==> src/rtl/core_sequencer.sv <==
// Multi-cycle FETCH/DECODE/EXEC/MEM/WB sequencer for the RV32 core; gates decoder outputs into one-cycle strobes.
// Latency: 4 cycles ALU/branch/jump/store, 5 cycles load, plus memory wait cycles.
// Backpressure: stalls in FETCH/MEM until mem_ready; traps on timeout or illegal opcode.
module core_sequencer #(
    parameter int MEM_TIMEOUT = 16,
    parameter int CNT_W       = 32
) (
    input  logic             clk,
    input  logic             rst,
    input  logic [4:0]       opcode,
    input  logic             RegWen_dec,
    input  logic             MemRW_dec,
    input  logic             PCsel_dec,
    input  logic             mem_ready,
    output logic             mem_req,
    output logic             mem_we,
    output logic             mem_is_data,
    output logic             ir_we,
    output logic             rf_we,
    output logic             pc_we,
    output logic             pc_take,
    output logic [2:0]       state,
    output logic             trap_illegal,
    output logic             trap_bus,
    output logic [CNT_W-1:0] retired
);

    typedef enum logic [2:0] {
        S_FETCH  = 3'd0,
        S_DECODE = 3'd1,
        S_EXEC   = 3'd2,
        S_MEM    = 3'd3,
        S_WB     = 3'd4,
        S_TRAP   = 3'd5
    } state_t;

    localparam int              WC_W    = (MEM_TIMEOUT > 1) ? $clog2(MEM_TIMEOUT) : 1;
    localparam logic [WC_W-1:0] WC_LAST = WC_W'(MEM_TIMEOUT - 1);

    localparam logic [4:0] OP_LOAD  = 5'b00000;
    localparam logic [4:0] OP_STORE = 5'b01000;

    state_t          state_q;
    state_t          state_nxt;
    logic [WC_W-1:0] wait_cnt;
    logic            op_legal;
    logic            op_is_mem;
    logic            timed_out;
    logic            set_illegal;
    logic            set_bus;
    logic            mem_req_c;
    logic            mem_we_c;
    logic            ir_we_c;
    logic            rf_we_c;
    logic            pc_we_c;
    logic            pc_take_c;

    always_comb begin
        op_legal = 1'b0;
        case (opcode)
            5'b01100, 5'b00100, 5'b00000, 5'b01000, 5'b11000,
            5'b01101, 5'b00101, 5'b11011, 5'b11001: op_legal = 1'b1;
            default:                                op_legal = 1'b0;
        endcase
    end

    assign op_is_mem = (opcode == OP_LOAD) || (opcode == OP_STORE);

    // mem_ready in the last allowed wait cycle still completes the access
    assign timed_out = (wait_cnt == WC_LAST) && !mem_ready;

    always_comb begin
        state_nxt   = state_q;
        mem_req_c   = 1'b0;
        mem_we_c    = 1'b0;
        mem_is_data = 1'b0;
        ir_we_c     = 1'b0;
        rf_we_c     = 1'b0;
        pc_we_c     = 1'b0;
        pc_take_c   = 1'b0;
        set_illegal = 1'b0;
        set_bus     = 1'b0;
        case (state_q)
            S_FETCH: begin
                mem_req_c = 1'b1;
                if (mem_ready) begin
                    ir_we_c   = 1'b1;
                    state_nxt = S_DECODE;
                end else if (timed_out) begin
                    set_bus   = 1'b1;
                    state_nxt = S_TRAP;
                end
            end
            S_DECODE: state_nxt = S_EXEC;
            S_EXEC: begin
                if (!op_legal) begin
                    set_illegal = 1'b1;
                    state_nxt   = S_TRAP;
                end else if (op_is_mem) begin
                    state_nxt = S_MEM;
                end else begin
                    state_nxt = S_WB;
                end
            end
            S_MEM: begin
                mem_req_c   = 1'b1;
                mem_is_data = 1'b1;
                mem_we_c    = MemRW_dec;
                if (mem_ready) begin
                    // a store retires directly from MEM with a sequential PC
                    if (MemRW_dec) begin
                        pc_we_c   = 1'b1;
                        state_nxt = S_FETCH;
                    end else begin
                        state_nxt = S_WB;
                    end
                end else if (timed_out) begin
                    set_bus   = 1'b1;
                    state_nxt = S_TRAP;
                end
            end
            S_WB: begin
                rf_we_c   = RegWen_dec;
                pc_we_c   = 1'b1;
                pc_take_c = PCsel_dec;
                state_nxt = S_FETCH;
            end
            S_TRAP:  state_nxt = S_TRAP;
            default: state_nxt = S_FETCH;
        endcase
    end

    // the register resets to FETCH, so strobes are masked for the whole reset window
    assign mem_req = mem_req_c & ~rst;
    assign mem_we  = mem_we_c  & ~rst;
    assign ir_we   = ir_we_c   & ~rst;
    assign rf_we   = rf_we_c   & ~rst;
    assign pc_we   = pc_we_c   & ~rst;
    assign pc_take = pc_take_c & ~rst;
    assign state   = state_q;

    always_ff @(posedge clk or posedge rst) begin
        if (rst) begin
            state_q <= S_FETCH;
        end else begin
            state_q <= state_nxt;
        end
    end

    always_ff @(posedge clk or posedge rst) begin
        if (rst) begin
            wait_cnt <= '0;
        end else if (state_nxt != state_q) begin
            wait_cnt <= '0;
        end else if ((state_q == S_FETCH || state_q == S_MEM) && !mem_ready
                     && wait_cnt != WC_LAST) begin
            wait_cnt <= wait_cnt + WC_W'(1);
        end
    end

    always_ff @(posedge clk or posedge rst) begin
        if (rst) begin
            trap_illegal <= 1'b0;
            trap_bus     <= 1'b0;
        end else begin
            if (set_illegal) trap_illegal <= 1'b1;
            if (set_bus)     trap_bus     <= 1'b1;
        end
    end

    always_ff @(posedge clk or posedge rst) begin
        if (rst) begin
            retired <= '0;
        end else if (pc_we_c) begin
            retired <= retired + CNT_W'(1);
        end
    end

    a_irwe_pcwe_excl: assert property (@(posedge clk) disable iff (rst) !(ir_we && pc_we));
    a_req_in_mem_states: assert property (@(posedge clk) disable iff (rst)
        mem_req |-> (state_q == S_FETCH || state_q == S_MEM));

endmodule

==> config.mk <==
export PLATFORM = sky130hd
export DESIGN_NAME = core_sequencer
export DESIGN_NICKNAME = d
export VERILOG_FILES = /design/src/rtl/core_sequencer.sv
export SDC_FILE = /design/constraint.sdc
export NUM_CORES = 1
export LEC_CHECK = 0
export ABC_CLOCK_PERIOD_IN_PS = 5720
export CAP_MARGIN = 10
export CORE_MARGIN = 3
export CORE_UTILIZATION = 25
export CTS_CLUSTER_DIAMETER = 120
export DETAILED_ROUTE_END_ITERATION = 16
export HOLD_SLACK_MARGIN = 0.08
export SYNTH_ARGS = -nofsm -noshare
export SYNTH_HDL_FRONTEND = slang
export SYNTH_SLANG_ARGS = --single-unit
==> constraint.sdc <==
create_clock -name clk -period 5.72 [get_ports clk]
set_input_delay 1.144 -clock clk [delete_from_list [all_inputs] [get_ports clk]]
set_output_delay 1.144 -clock clk [all_outputs]
set_load 0.03 [all_outputs]
Word level (Yosys, flattened, before mapping)
Memory sizes are Yosys's and may differ from the RTL's.
Cells that the tools add are included.
- $add $sub $neg: 2
- eq/ne operators: 9
- muxes and demuxes: 24
- reductions and logical operators: 10
- bitwise operators: 7
- operators by type and width (kind ; number):
    $add A32 B1 Y32 const B ; 1
    $mux W3 ; 6
    $pmux W3 S5 ; 1
    $mux W1 ; 14
    $mux W4 ; 2
    $and A1 B1 Y1 ; 6
    $eq A3 B2 Y1 const B ; 2
    $eq A3 B3 Y1 const B ; 2
    $eq A5 B4 Y1 const B ; 1
    $logic_not A5 Y1 ; 1
    $add A4 B1 Y4 const B ; 1
    $eq A4 B4 Y1 const B ; 1
    $ne A4 B4 Y1 const B ; 1
    $eq A3 B1 Y1 const B ; 1
    $logic_and A1 B1 Y1 ; 3
    $logic_not A3 Y1 ; 1
    $ne A3 B3 Y1 ; 1
    $logic_or A1 B1 Y1 ; 2
    $pmux W1 S2 ; 1
    $reduce_bool A2 Y1 ; 1
    $reduce_or A2 Y1 ; 1
    $logic_not A1 Y1 ; 1
    $not A1 Y1 ; 1
- memory bits (read-only): 32
- bits in registers: 41
- input port bits: 11
- word-level logic and storage cells: 58
- memories: 1
- output and inout bits: 44
- memories (memory ; words ; bits a word ; read ports ; clocked after memory_dff ; wr ports ; line ; RTL):
    (no name shown) ; 32 ; 1 ; 1 ; 0 ; 0 ; 60 ; case (opcode)

Logic depth before layout (Yosys ltp)
Gate-level depths: netlist (run 1).
- depth in word-level cells: 7
- gate-level depth with buffers: 7
- gate-level depth less buffers: 6

Worst setup path after synthesis (run 1)
OpenSTA, ideal clock, no wires.
- path kind: input port to output port
- start: input rst
- end: output mem_we
- data arrival time: 2500 ps
- buffers on the path: 0
- slack: 2076 ps
- required time: 4576 ps
- cell stages on the path: 2
- cell sequence: inv_1 and3_1
- word-level cells in the longest chain between the ends: 2
- ends and longest elaborated chain (element ; line ; RTL):
    start, declared ; 9 ; input logic rst,
    $not A1 Y1 ; 135 ; assign mem_we = mem_we_c & ~rst;
    $and A1 B1 Y1 ; 135 ;
    end, declared ; 16 ; output logic mem_we,
Every way passes these cells.

Worst setup path in the final report (run 1)
- start: input mem_ready
- end: output pc_we
- word-level cells in the longest chain between the ends: 3
- ends and longest elaborated chain (element ; line ; RTL):
    start, declared ; 14 ; input logic mem_ready,
    $mux W1 ; 109 ; if (mem_ready) begin
    $pmux W1 S2 ; 83 ; case (state_q)
    $and A1 B1 Y1 ; 138 ; assign pc_we = pc_we_c & ~rst;
    end, declared ; 20 ; output logic pc_we,
Every way passes these cells.

==> flow_metrics.tcl, run 1 <==
set metrics [dict create \
    switchingPower_uw 321 \
    routedWlPerCell_um 12.9 \
    fillers 817 \
    numCtsBuffers 5 \
    ir_worst_vdd_mv 0.166 \
    grt_max_degree 38 \
    total_power_uw 863 \
    register_area_um2 1030 \
    post_route_cells_drive_above_1_share_pct 7.43 \
    r2r_start "state[2]$_DFF_PP0_" \
    power_density_nw_per_um2 302 \
    clk_pin_slew_worst_paths_ns 0.07 \
    finalSetupViolCount 0 \
    crit_fanout 10 \
    synth_cell_types 43 \
    hold_class "flop to flop" \
    path_cells "clkdlybuf4s50_1, nand2_1, o22ai_1, and2_1, clkdlybuf4s50_1" \
    p_leak_uw 0.00121 \
    antenna_left 0 \
    syn2layout_area_growth_pct 34.9 \
    arrival_ns 3.04 \
    worstSetupStartpoint "mem_ready" \
    layout.nets 282 \
    criticalPathCategory "input pin to primary output" \
    synthesis.nets 225 \
    ctsHoldBuffers 0 \
    overflow 0 \
    comb_power_share_pct 34.0 \
    finalClockSkew_ns 0.00870 \
    firstDrtPassIters 4 \
    coreArea_um2 7970 \
    min-delay-start "trap_bus$_DFFE_PP0P_" \
    syn_avg_cell_area_um2 10.0 \
    dieArea_um2 9620 \
    finalHoldViolations 0 \
    wl_um 4800 \
    num_vias 1732 \
    async_flop_share_pct 100 \
    cp_data_required_time_ns 4.58 \
    clock.fmax_ghz 0.239 \
    hpwl_um 3630 \
    cts-htree-levels 2 \
    worst_pin_slew_ns 0.560 \
    power_frac_seq_pct 43.9 \
    gp_congestion 0.802 \
    yosysWarnings 0 \
    ys_ff_latch 41 \
    fin_crit_ns 4.19 \
    multi_input_area_um2 1050 \
    clkSinkCount 41 \
    syn_area_um2 2120 \
    cp_slowest_cell "clkdlybuf4s50_1" \
    diodes 0 \
    cts_tree "built" \
    cpMostUsedCell "clkdlybuf4s50_1" \
    cp_slowest_stage_delay_ns 0.67 \
    initial_core_util_pct 26.6 \
    grt_pass1_wl_um 8480 \
    startpoint_type "input pin" \
    ctsResizeCount 0 \
    ys.flop_type "dfrtp_1" \
    antenna_found_initial 0 \
    finalCritPeriodShare_pct 73.2 \
    clockBufferDepth 2 \
    port_buffers 54 \
    fp.dieW_um 98.1 \
    p_int_uw 541 \
    grt_usage_pct 10.7 \
    post_cts_buffers 0 \
    clock-root-buffer "clkbuf_8" \
    status "complete, no violations" \
    clk_latency_ns 0.28 \
    endpoint_kind "primary output" \
    rows 32 \
    slew_violations 0 \
    drv_cap 0 \
    grt_pass1_vias 1782 \
    drc 0 \
    die_h_um 98.1 \
    synth_edf_count 0 \
    slew_headroom_pct 62.7 \
    syn_inst 212 \
    vias_per_cell 4.67 \
    io_pins 55 \
    setup_tns_ns 0 \
    rsz0062_at_grt "no" \
    clockPowerShare_pct 22.1 \
    drt_iter0_drc 53 \
    ys_seq_area_share_pct 48.4 \
    swShare_pct 37.3 \
]
[placed cells by master (no fill, tap or decap), types with 5 or more instances in the layout]
master / count
o21ai_0: 5
nand2_1: 25
nor3_1: 7
xnor2_1: 23
xor2_1: 11
dfrtp_1: 41
clkbuf_8: 6
nand3_1: 17
and3_1: 8
inv_1: 5
nor2_1: 14
clkdlybuf4s50_1: 54
nand4_1: 9
[through the flow]
stage | hold WS [ns] | worst slack [ns] | area [µm²] | instances | util [%]
after floorplan | 0.513 | 2.08 | 2120 | 212 | -
after global placement | 0.460 | 1.54 | 2770 | 364 | 34.8
after detailed placement | 0.463 | 1.50 | 2770 | 364 | 34.8
after CTS | 0.480 | 1.49 | 2860 | 371 | 35.9
after global routing | 0.490 | 1.41 | 2860 | 371 | 35.9
final | 0.478 | 1.53 | 2860 | 371 | 35.9
[area by class of cell]
class	instances	share of cell area (%)
clock inverter	1	0.262
tap	102	4.46
timing repair buffer	55	19.2
multi-input combinational	161	36.7
inverter	5	0.656
clock buffer	6	2.89
sequential	41	35.9
[power groups by stage]
stage	Clock (µW)	Sequential, µW	Combinational [µW]
floorplan	0	406	161
global placement	0	382	293
detailed placement	0	385	297
CTS	200	379	298
global route	212	389	322
finish	190	379	294
[cell usage after synthesis, types with 3 or more instances]
master / number / area share, %
and4_1: 3 / 1.2
o21ai_0: 5 / 1.2
a21oi_1: 3 / 0.71
xnor2_1: 23 / 9.5
nand2_1: 25 / 4.4
nor2_1: 14 / 2.5
nor3_1: 7 / 1.7
and3_1: 8 / 2.4
nand3_1: 17 / 4.0
inv_1: 5 / 0.89
nand4_1: 9 / 2.7
nand2b_1: 3 / 0.89
xor2_1: 11 / 4.5
dfrtp_1: 41 / 48
[worst paths after layout]
path	end	slack, ns	cells past startpoint
worst max-delay path	pc_we	1.53	5
worst max register to register	retired[28]$_DFFE_PP0P_	3.65	5
max in group asynchronous	retired[6]$_DFFE_PP0P_	3.82	3
worst min register to register	trap_bus$_DFFE_PP0P_	0.48	1
worst min-delay path	trap_bus$_DFFE_PP0P_	0.48	1
min in group asynchronous	wait_cnt[0]$_DFFE_PP0P_	1.15	2
[routing by layer]
| layer | GRT usage [%] | vias to the layer above | part of all wire [%] |
|---|---|---|---|
| met3 | 3.14 | 4 | 6.1 |
| met4 | 2.88 | 0 | 0.98 |
| met5 | 0 | - | 0 |
| li1 | - | 865 | - |
| met2 | 17.6 | 49 | 46 |
| met1 | 13.7 | 814 | 46 |
[sequential cells by signal, indices dropped and copies added (netlist names)]
| signal | flops |
|---|---|
| retired | 32 |
| wait_cnt | 4 |
| state | 3 |
| trap_bus | 1 |
| trap_illegal | 1 |
[worst max-delay path: cells and delay by family]
family	cells	cell delay (ns)
AO/OA/AOI/OAI	1	0.32
buffers and inverters	2	1.31
AND/OR/NAND/NOR	2	0.27
[logic make-up after synthesis]
family / count (synthesis) / share of synthesized area (%)
AOI/OAI and AO/OA: 21 / 6.97
and+or+nand+nor: 102 / 26.3
muxes: 2 / 1.00
buffers and inverters: 10 / 2.07
xor gates and xnor gates: 34 / 14.0
DFF: 41 / 48.4
adders and majority gates: 2 / 1.18
Power figures use the tool's default switching activity.
==> run 2, diff against run 1 <==
--- a/config.mk
+++ b/config.mk
@@ -5,7 +5,7 @@
 export SDC_FILE = /design/constraint.sdc
 export NUM_CORES = 1
 export LEC_CHECK = 0
-export ABC_CLOCK_PERIOD_IN_PS = 5720
+export ABC_CLOCK_PERIOD_IN_PS = 4250
 export CAP_MARGIN = 10
 export CORE_MARGIN = 3
 export CORE_UTILIZATION = 25
==> constraint.sdc (replaced) <==
create_clock -name clk -period 4.25 [get_ports clk]
set_input_delay 0.85 -clock clk [delete_from_list [all_inputs] [get_ports clk]]
set_output_delay 0.85 -clock clk [all_outputs]
set_load 0.03 [all_outputs]
==> flow_metrics.tcl, run 2 (same netlist as run 1, synthesis figures left out) <==
set metrics [dict create \
    final_common_cell "clkdlybuf4s50_1" \
    path_cells "clkdlybuf4s50_1, nand2_1, o22ai_1, and2_1, clkdlybuf4s50_1" \
    largest_register_ffs 32 \
    dieArea_um2 9620 \
    clkSinkCount 41 \
    p_leak_uw 0.00124 \
    rsz0062_at_grt "no" \
    finalCritPeriodShare_pct 81.9 \
    grt_pass1_vias 1698 \
    slew_violations 0 \
    firstDrtPassIters 4 \
    diodes 0 \
    endpoint_kind "primary output" \
    power_density_nw_per_um2 442 \
    crit_family "buffers and inverters" \
    num_vias 1751 \
    cts_tree "built" \
    grt_pass1_wl_um 8380 \
    drt_iter0_drc 74 \
    drc 0 \
    r2r_start "state[2]$_DFF_PP0_" \
    max_flop_register "retired" \
    finalSetupViolCount 0 \
    clk_pin_slew_worst_paths_ns 0.08 \
    die_h_um 98.1 \
    routedWlPerCell_um 13.1 \
    drv_cap 0 \
    coreArea_um2 7970 \
    final_cell_mix "54 x clkdlybuf4s50_1, 41 x dfrtp_1, 25 x nand2_1" \
    min-delay-start "trap_bus$_DFFE_PP0P_" \
    wl_um 4890 \
    grt_usage_pct 10.7 \
    port_buffers 54 \
    startpoint_type "input pin" \
    cp_num_buf_inv 2 \
    fp.dieW_um 98.1 \
    cts-htree-levels 2 \
    clock-root-buffer "clkbuf_8" \
    slew_headroom_pct 63.3 \
    cp_slowest_stage_delay_ns 0.67 \
    syn2layout_area_growth_pct 37.5 \
    post_cts_buffers 0 \
    hpwl_um 3590 \
    clock.fmax_ghz 0.287 \
    cp_slowest_cell "clkdlybuf4s50_1" \
    criticalPathCategory "input pin to primary output" \
    worst_pin_slew_ns 0.551 \
    crit_fanout 4 \
    cp_data_required_time_ns 3.40 \
    vias_per_cell 4.69 \
    initial_core_util_pct 26.6 \
    overflow 0 \
    cpMostUsedCell "clkdlybuf4s50_1" \
    finalHoldViolations 0 \
    hold_class "flop to flop" \
    rows 32 \
    ir_worst_vdd_mv 0.209 \
    setup_tns_ns 0 \
    antenna_found_initial 0 \
    post_route_cells_drive_above_1_share_pct 8.12 \
    layout.nets 283 \
    io_pins 55 \
    gp_congestion 0.840 \
    numPlacedInstances 365 \
    fin_crit_ns 3.48 \
    numCtsBuffers 5 \
    ctsResizeCount 0 \
    finalClockSkew_ns 0.00962 \
    worstSetupStartpoint "MemRW_dec" \
    arrival_ns 2.63 \
    clk_latency_ns 0.30 \
    grt_max_degree 38 \
    status "complete, no violations" \
    antenna_left 0 \
    ctsHoldBuffers 0 \
    final_cell_count_no_fill 373 \
    clockBufferDepth 2 \
]
## run 2: layout make-up
cell class	count	area, µm²
Multi-Input combinational cell	161	1050
Tap cell	102	128
Inverter	5	18.8
Clock buffer	5	68.8
Fill cell	795	5050
Timing Repair Buffer	56	556
Sequential cell	41	1030
Clock inverter	3	68.8
## run 2: per-stage QoR
step | power, µW | hold WS (ns) | utilization (%) | worst slack (ns) | instance area [µm²]
after floorplan | 764 | 0.513 | - | 1.19 | 2120
after global placement | 911 | 0.456 | 34.9 | 0.790 | 2780
after detailed placement | 917 | 0.458 | 34.9 | 0.741 | 2780
after CTS | 1300 | 0.477 | 36.6 | 0.741 | 2920
after global routing | 1370 | 0.495 | 36.6 | 0.578 | 2920
final | 1290 | 0.475 | 36.6 | 0.768 | 2920
## run 2: path summary, 6_finish.rpt
| kind | endpoint | slack [ns] | depth (start not counted) |
|---|---|---|---|
| setup reg to reg | retired[29]$_DFFE_PP0P_ | 2.19 | 5 |
| hold reg to reg | trap_bus$_DFFE_PP0P_ | 0.47 | 1 |
| max in group asynchronous | retired[21]$_DFFE_PP0P_ | 2.64 | 3 |
| hold / removal | trap_bus$_DFFE_PP0P_ | 0.47 | 1 |
| min in group asynchronous | wait_cnt[3]$_DFFE_PP0P_ | 0.86 | 2 |
| setup / recovery | pc_we | 0.77 | 5 |
## run 2: per-layer routing
metal  global-route usage, %  wire [µm]  part of all wire, %  up-vias
met1                    15.1       2380                   49      830
li1                        -          -                    -      863
met5                       0          0                    0        -
met2                    15.9       2190                   45       54
met4                    3.09         48                 0.98        0
met3                    3.14        271                  5.5        4
## run 2: power breakdown
group          internal [µW]  leakage [µW]  switching (µW)
combinational            173      0.000624             226
sequential               428      0.000551            80.1
clock                    237     0.0000687             144
total                    837       0.00124             450
